<file path="src/rtl/cmul_seq.sv">
// Sequential complex multiplier: one shared WxW multiplier and one add/sub over four steps (optional CMUL_SEQ_SAT_EN clamps outputs).
// Result valid 5 cycles after the accepting cycle, initiation interval 6; results hold while out_ready is low, inputs refused while busy.
module cmul_seq #(
    parameter int W = 4
) (
    input  logic                clk,
    input  logic                rst_n,
    input  logic                in_valid,
    output logic                in_ready,
    input  logic signed [W-1:0] a_re,
    input  logic signed [W-1:0] a_im,
    input  logic signed [W-1:0] b_re,
    input  logic signed [W-1:0] b_im,
    output logic                out_valid,
    input  logic                out_ready,
    output logic signed [2*W:0] p_re,
    output logic signed [2*W:0] p_im,
    output logic                busy
);

    typedef enum logic [2:0] {
        S_IDLE = 3'd0,
        S_M0   = 3'd1,
        S_M1   = 3'd2,
        S_M2   = 3'd3,
        S_M3   = 3'd4,
        S_DONE = 3'd5
    } state_t;

    state_t state_q;
    logic   in_ready_q;
    logic   out_valid_q;
    logic   busy_q;
    logic   accept;

    logic signed [W-1:0]   are_q, aim_q, bre_q, bim_q;
    logic signed [2*W:0]   acc_re_q, acc_im_q;
    logic signed [W-1:0]   mul_a, mul_b;
    logic signed [2*W-1:0] mul_a_x, mul_b_x, prod;
    logic signed [2*W:0]   prod_x, addend, sum_d;
    logic                  sub_sel;

    assign accept = (state_q == S_IDLE) && in_valid && in_ready_q;

    always_ff @(posedge clk or negedge rst_n) begin
        if (!rst_n) begin
            state_q     <= S_IDLE;
            in_ready_q  <= 1'b0;
            out_valid_q <= 1'b0;
            busy_q      <= 1'b0;
        end else begin
            case (state_q)
                S_IDLE: begin
                    in_ready_q <= 1'b1;
                    if (accept) begin
                        state_q    <= S_M0;
                        in_ready_q <= 1'b0;
                        busy_q     <= 1'b1;
                    end
                end
                S_M0: state_q <= S_M1;
                S_M1: state_q <= S_M2;
                S_M2: state_q <= S_M3;
                S_M3: begin
                    state_q     <= S_DONE;
                    out_valid_q <= 1'b1;
                end
                S_DONE: begin
                    if (out_ready) begin
                        state_q     <= S_IDLE;
                        out_valid_q <= 1'b0;
                        busy_q      <= 1'b0;
                        in_ready_q  <= 1'b1;
                    end
                end
                default: begin
                    state_q     <= S_IDLE;
                    in_ready_q  <= 1'b0;
                    out_valid_q <= 1'b0;
                    busy_q      <= 1'b0;
                end
            endcase
        end
    end

    // Shared multiplier operand select: re*re, im*im, re*im, im*re
    always_comb begin
        mul_a = are_q;
        mul_b = bre_q;
        case (state_q)
            S_M1: begin
                mul_a = aim_q;
                mul_b = bim_q;
            end
            S_M2: begin
                mul_a = are_q;
                mul_b = bim_q;
            end
            S_M3: begin
                mul_a = aim_q;
                mul_b = bre_q;
            end
            default: begin
                mul_a = are_q;
                mul_b = bre_q;
            end
        endcase
    end

    assign mul_a_x = {{W{mul_a[W-1]}}, mul_a};
    assign mul_b_x = {{W{mul_b[W-1]}}, mul_b};
    assign prod    = mul_a_x * mul_b_x;
    assign prod_x  = {prod[2*W-1], prod};

    // M0/M2 load a fresh product (0 + p); M1 subtracts, M3 adds
    always_comb begin
        addend = '0;
        if (state_q == S_M1)
            addend = acc_re_q;
        else if (state_q == S_M3)
            addend = acc_im_q;
    end

    assign sub_sel = (state_q == S_M1);
    assign sum_d   = sub_sel ? (addend - prod_x) : (addend + prod_x);

    always_ff @(posedge clk or negedge rst_n) begin
        if (!rst_n) begin
            are_q    <= '0;
            aim_q    <= '0;
            bre_q    <= '0;
            bim_q    <= '0;
            acc_re_q <= '0;
            acc_im_q <= '0;
        end else begin
            if (accept) begin
                are_q <= a_re;
                aim_q <= a_im;
                bre_q <= b_re;
                bim_q <= b_im;
            end
            if (state_q == S_M0 || state_q == S_M1)
                acc_re_q <= sum_d;
            if (state_q == S_M2 || state_q == S_M3)
                acc_im_q <= sum_d;
        end
    end

`ifdef CMUL_SEQ_SAT_EN
    localparam logic signed [2*W:0] SAT_MAX = {2'b00, {(2*W-1){1'b1}}};
    localparam logic signed [2*W:0] SAT_MIN = {2'b11, {(2*W-1){1'b0}}};

    function automatic logic signed [2*W:0] sat(input logic signed [2*W:0] v);
        if (v > SAT_MAX)
            return SAT_MAX;
        else if (v < SAT_MIN)
            return SAT_MIN;
        return v;
    endfunction

    assign p_re = sat(acc_re_q);
    assign p_im = sat(acc_im_q);
`else
    assign p_re = acc_re_q;
    assign p_im = acc_im_q;
`endif

    assign in_ready  = in_ready_q;
    assign out_valid = out_valid_q;
    assign busy      = busy_q;

endmodule
</file>
<file path="config.mk">
export PLATFORM = sky130hd
export DESIGN_NAME = cmul_seq
export DESIGN_NICKNAME = d
export VERILOG_FILES = /design/src/rtl/cmul_seq.sv
export SDC_FILE = /design/constraint.sdc
export NUM_CORES = 1
export LEC_CHECK = 0
export CAP_MARGIN = 20
export CELL_PAD_IN_SITES_DETAIL_PLACEMENT = 0
export CELL_PAD_IN_SITES_GLOBAL_PLACEMENT = 1
export CORE_MARGIN = 2
export CORE_UTILIZATION = 46
export DETAILED_ROUTE_END_ITERATION = 8
export HOLD_SLACK_MARGIN = 0.12
export PLACE_DENSITY_LB_ADDON = 0.1
export SLEW_MARGIN = 20
export SYNTH_ARGS = -nofsm -noshare
export SYNTH_HDL_FRONTEND = slang
export SYNTH_SLANG_ARGS = --single-unit
</file>
<file path="constraint.sdc">
create_clock -name clk -period 13.9 [get_ports clk]
set_input_delay 4.17 -clock clk [delete_from_list [all_inputs] [get_ports clk]]
set_output_delay 4.17 -clock clk [all_outputs]
set_load 0.05 [all_outputs]
</file>
==> flow_summary_export.csv <==
group,metric,value,unit
critical_path,cp.depth,19,
logic_synthesis,ys_seq_area_frac,0.340,
logic_synthesis,netlist_top_cells_count,"dfrtp_1, nor2_1, nand2_1, inv_1, mux2_2",
routing,wl_per_cell,14.3,um
sta,finalCritPeriodShare,0.464,
cells_and_area,multi_input_area,1800,um2
critical_path,crit_required,14.12,ns
sta,slew_headroom,0.397,
status,outcome,"complete, no violations",
critical_path,cpMostUsedCell,"fa_1",
routing,vias_per_cell,5.25,
floorplanning,pin_count,41,
floorplanning,row_count,29,
floorplanning,dieWidth,84.1,um
clock_tree,cts_buffers,5,
logic_synthesis,syn_nets,355,
logic_synthesis,syn_inst,304,
logic_synthesis,synth_area_leaders,"dfrtp_1, mux2_2, ha_1",
floorplanning,die_area,7060,um2
run,drv_cap,0,
place,dp_hpwl,4440,um
clock_tree,clock-sinks,40,
routing,drt_first_pass_iters,4,
min_path,holdPathStages,1,
sta,setup_viol,0,
logic_synthesis,ys_ff_latch,40,
critical_path,crit_fanout,16,
logic_synthesis,synthArstFlopShare,1.00,
global_routing,grt_max_degree,41,
sta,fin_tns_setup,0,ns
routing,dr.first_iter.drc_count,88,
cells_and_area,num_antenna_cells,0,
routing,dr.max_layer_used,"met4",
cells_and_area,nFillCells,587,
global_routing,grt_pass1_wl,10100,um
critical_path,reg2regPathDepth,19,
logic_synthesis,netlist_area,2950,um2
sta,fin_skew,0.00791,ns
clock_tree,htree_levels,2,
global_routing,grt_usage,0.177,
floorplanning,start_util,0.470,
place,port_buffers,40,
global_routing,overflow,0,
logic_synthesis,yosysTopAreaCell,"dfrtp_1",
clock_tree,post_cts_buffers,0,
logic_synthesis,yosysUniqueCellTypes,44,
sta,max_freq,155,MHz
min_path,hp-class,"flop to flop",
routing,met3_length,150,um
clock_tree,clock_latency,0.29,ns
floorplanning,core_area,6280,um2
logic_synthesis,synth.most_common_cell,"dfrtp_1",
cells_and_area,nNetsFinal,392,
logic_synthesis,avgSynthCellArea,9.70,um2
logic_synthesis,synth_ff_type,"dfrtp_1",
logic_synthesis,yosysWarningCount,0,
global_routing,grt_antenna_before_repair,0,
routing,drcViolationCount,0,
cells_and_area,ff_latch_area,1000,um2
routing,met1_length,3290,um
clock_tree,cts_tree,"yes",
sta,rsz0062_at_grt,"no",
critical_path,path_cells,"nor2b_1, o21ba_1, mux2i_1, nand2b_1, fa_1, fa_1, fa_1, inv_1, ha_1, inv_1, fa_1, nor3b_1, a21oi_1, xor2_1, ha_1, a2111oi_0, nor2_1, mux2_2, a21oi_1",
critical_path,critPathTopFamily,"adder cells",
clock_tree,cts_resized,0,
clock_tree,cts_hold_buf,0,
global_routing,grt_pass1_vias,2097,
sta,tightest_slew,0.905,ns
logic_synthesis,synth_top_area_share,0.340,
sta,period_needed,6.45,ns
critical_path,cp_slowest_stage_delay,0.66,ns
critical_path,crit_buf_inv,2,
logic_synthesis,synth_edf_count,0,
critical_path,path_class,"flop to flop",
sta,slew_viol_final,0,
routing,routed_wirelength,5990,um
sta,hold_viol,0,
floorplanning,die_h,84.1,um
critical_path,cp.arrival,6.68,ns
critical_path,end_kind,"flop",
place,place.gp.congestion,0.855,
clock_tree,clk_pin_slew_worst_paths,0.08,ns
clock_tree,root_buffer,"clkbuf_8",
critical_path,critPathLaunchType,"flop",
routing,wl_met2,2520,um
cells_and_area,area_delta_synth_final,19.7,%
clock_tree,cts.path.max_buffers,2,
routing,ant_nets,0,
routing,routed-via-count,2195,
critical_path,slowest_stage,"nor2b_1",
cells_and_area,drive_gt1_frac,0.117,
area by class of cell:
| cell class | instances | area share |
|---|---|---|
| clock buffers | 5 | 0.0195 |
| clock inverters | 2 | 0.0170 |
| inverters | 25 | 0.0266 |
| multi-input cells | 227 | 0.509 |
| flip-flops and latches | 40 | 0.284 |
| well taps | 77 | 0.0273 |
| repair buffers | 42 | 0.116 |
registers in the layout, summed over array words and instances, names as in the netlist:
name / flops
state_q: 3
aim_q: 4
busy: 1
p_im: 9
bre_q: 4
out_valid: 1
bim_q: 4
are_q: 4
p_re: 9
in_ready: 1
worst paths after layout:
kind / slack (ns) / startpoint / endpoint
setup / recovery: 7.45 / state_q[2] / p_re[8]
hold / removal: 0.51 / bre_q[1] / bre_q[1]
setup reg to reg: 7.45 / state_q[2] / p_re[8]
hold reg to reg: 0.51 / bre_q[1] / bre_q[1]
max in group asynchronous: 9.33 / rst_n / aim_q[3]
min in group asynchronous: 4.00 / rst_n / p_re[7]
stage by stage:
stage | instances | instance area (um2) | hold slack, ns | worst slack, ns | util
after CTS | 418 | 3530 | 0.511 | 7.41 | 0.562
final | 418 | 3530 | 0.508 | 7.45 | 0.562
after floorplan | 304 | 2950 | 0.479 | 8.52 | -
after detailed placement | 411 | 3400 | 0.493 | 7.49 | 0.541
after global placement | 411 | 3400 | 0.489 | 7.70 | 0.541
after global routing | 418 | 3530 | 0.523 | 7.00 | 0.562
layout by cell type, fill, tap and decap left out, drive strengths merged, types with 3 or more instances in the layout:
cell,instances
dfrtp,40
clkdlybuf4s50,39
nor2,31
nand2,27
inv,25
mux2,24
ha,21
a21oi,14
mux2i,12
fa,10
o21ai,10
nor2b,9
xor2,9
a22oi,9
xnor2,6
nor3b,5
nand3,5
clkbuf,5
nand2b,4
or2,4
buf,3
per-layer routing:
metal  up-vias  global-route usage
met2        34               0.253
met5         -                   0
met1      1047               0.280
met4         0              0.0308
li1       1112                   -
met3         2              0.0326
logic make-up after synthesis:
| group | count (synthesis) | share of synthesized area |
|---|---|---|
| AND/OR/NAND/NOR | 92 | 0.148 |
| AO/OA/AOI/OAI | 52 | 0.120 |
| flip-flops | 40 | 0.340 |
| buffers and inverters | 37 | 0.0509 |
| multiplexers | 36 | 0.132 |
| adder cells (fa/ha/maj) | 31 | 0.157 |
| XOR/XNOR | 16 | 0.0526 |
Power is left out: the tool's default activity adds up to more than one toggle a clock period on the data nets, which glitch-free logic cannot reach.
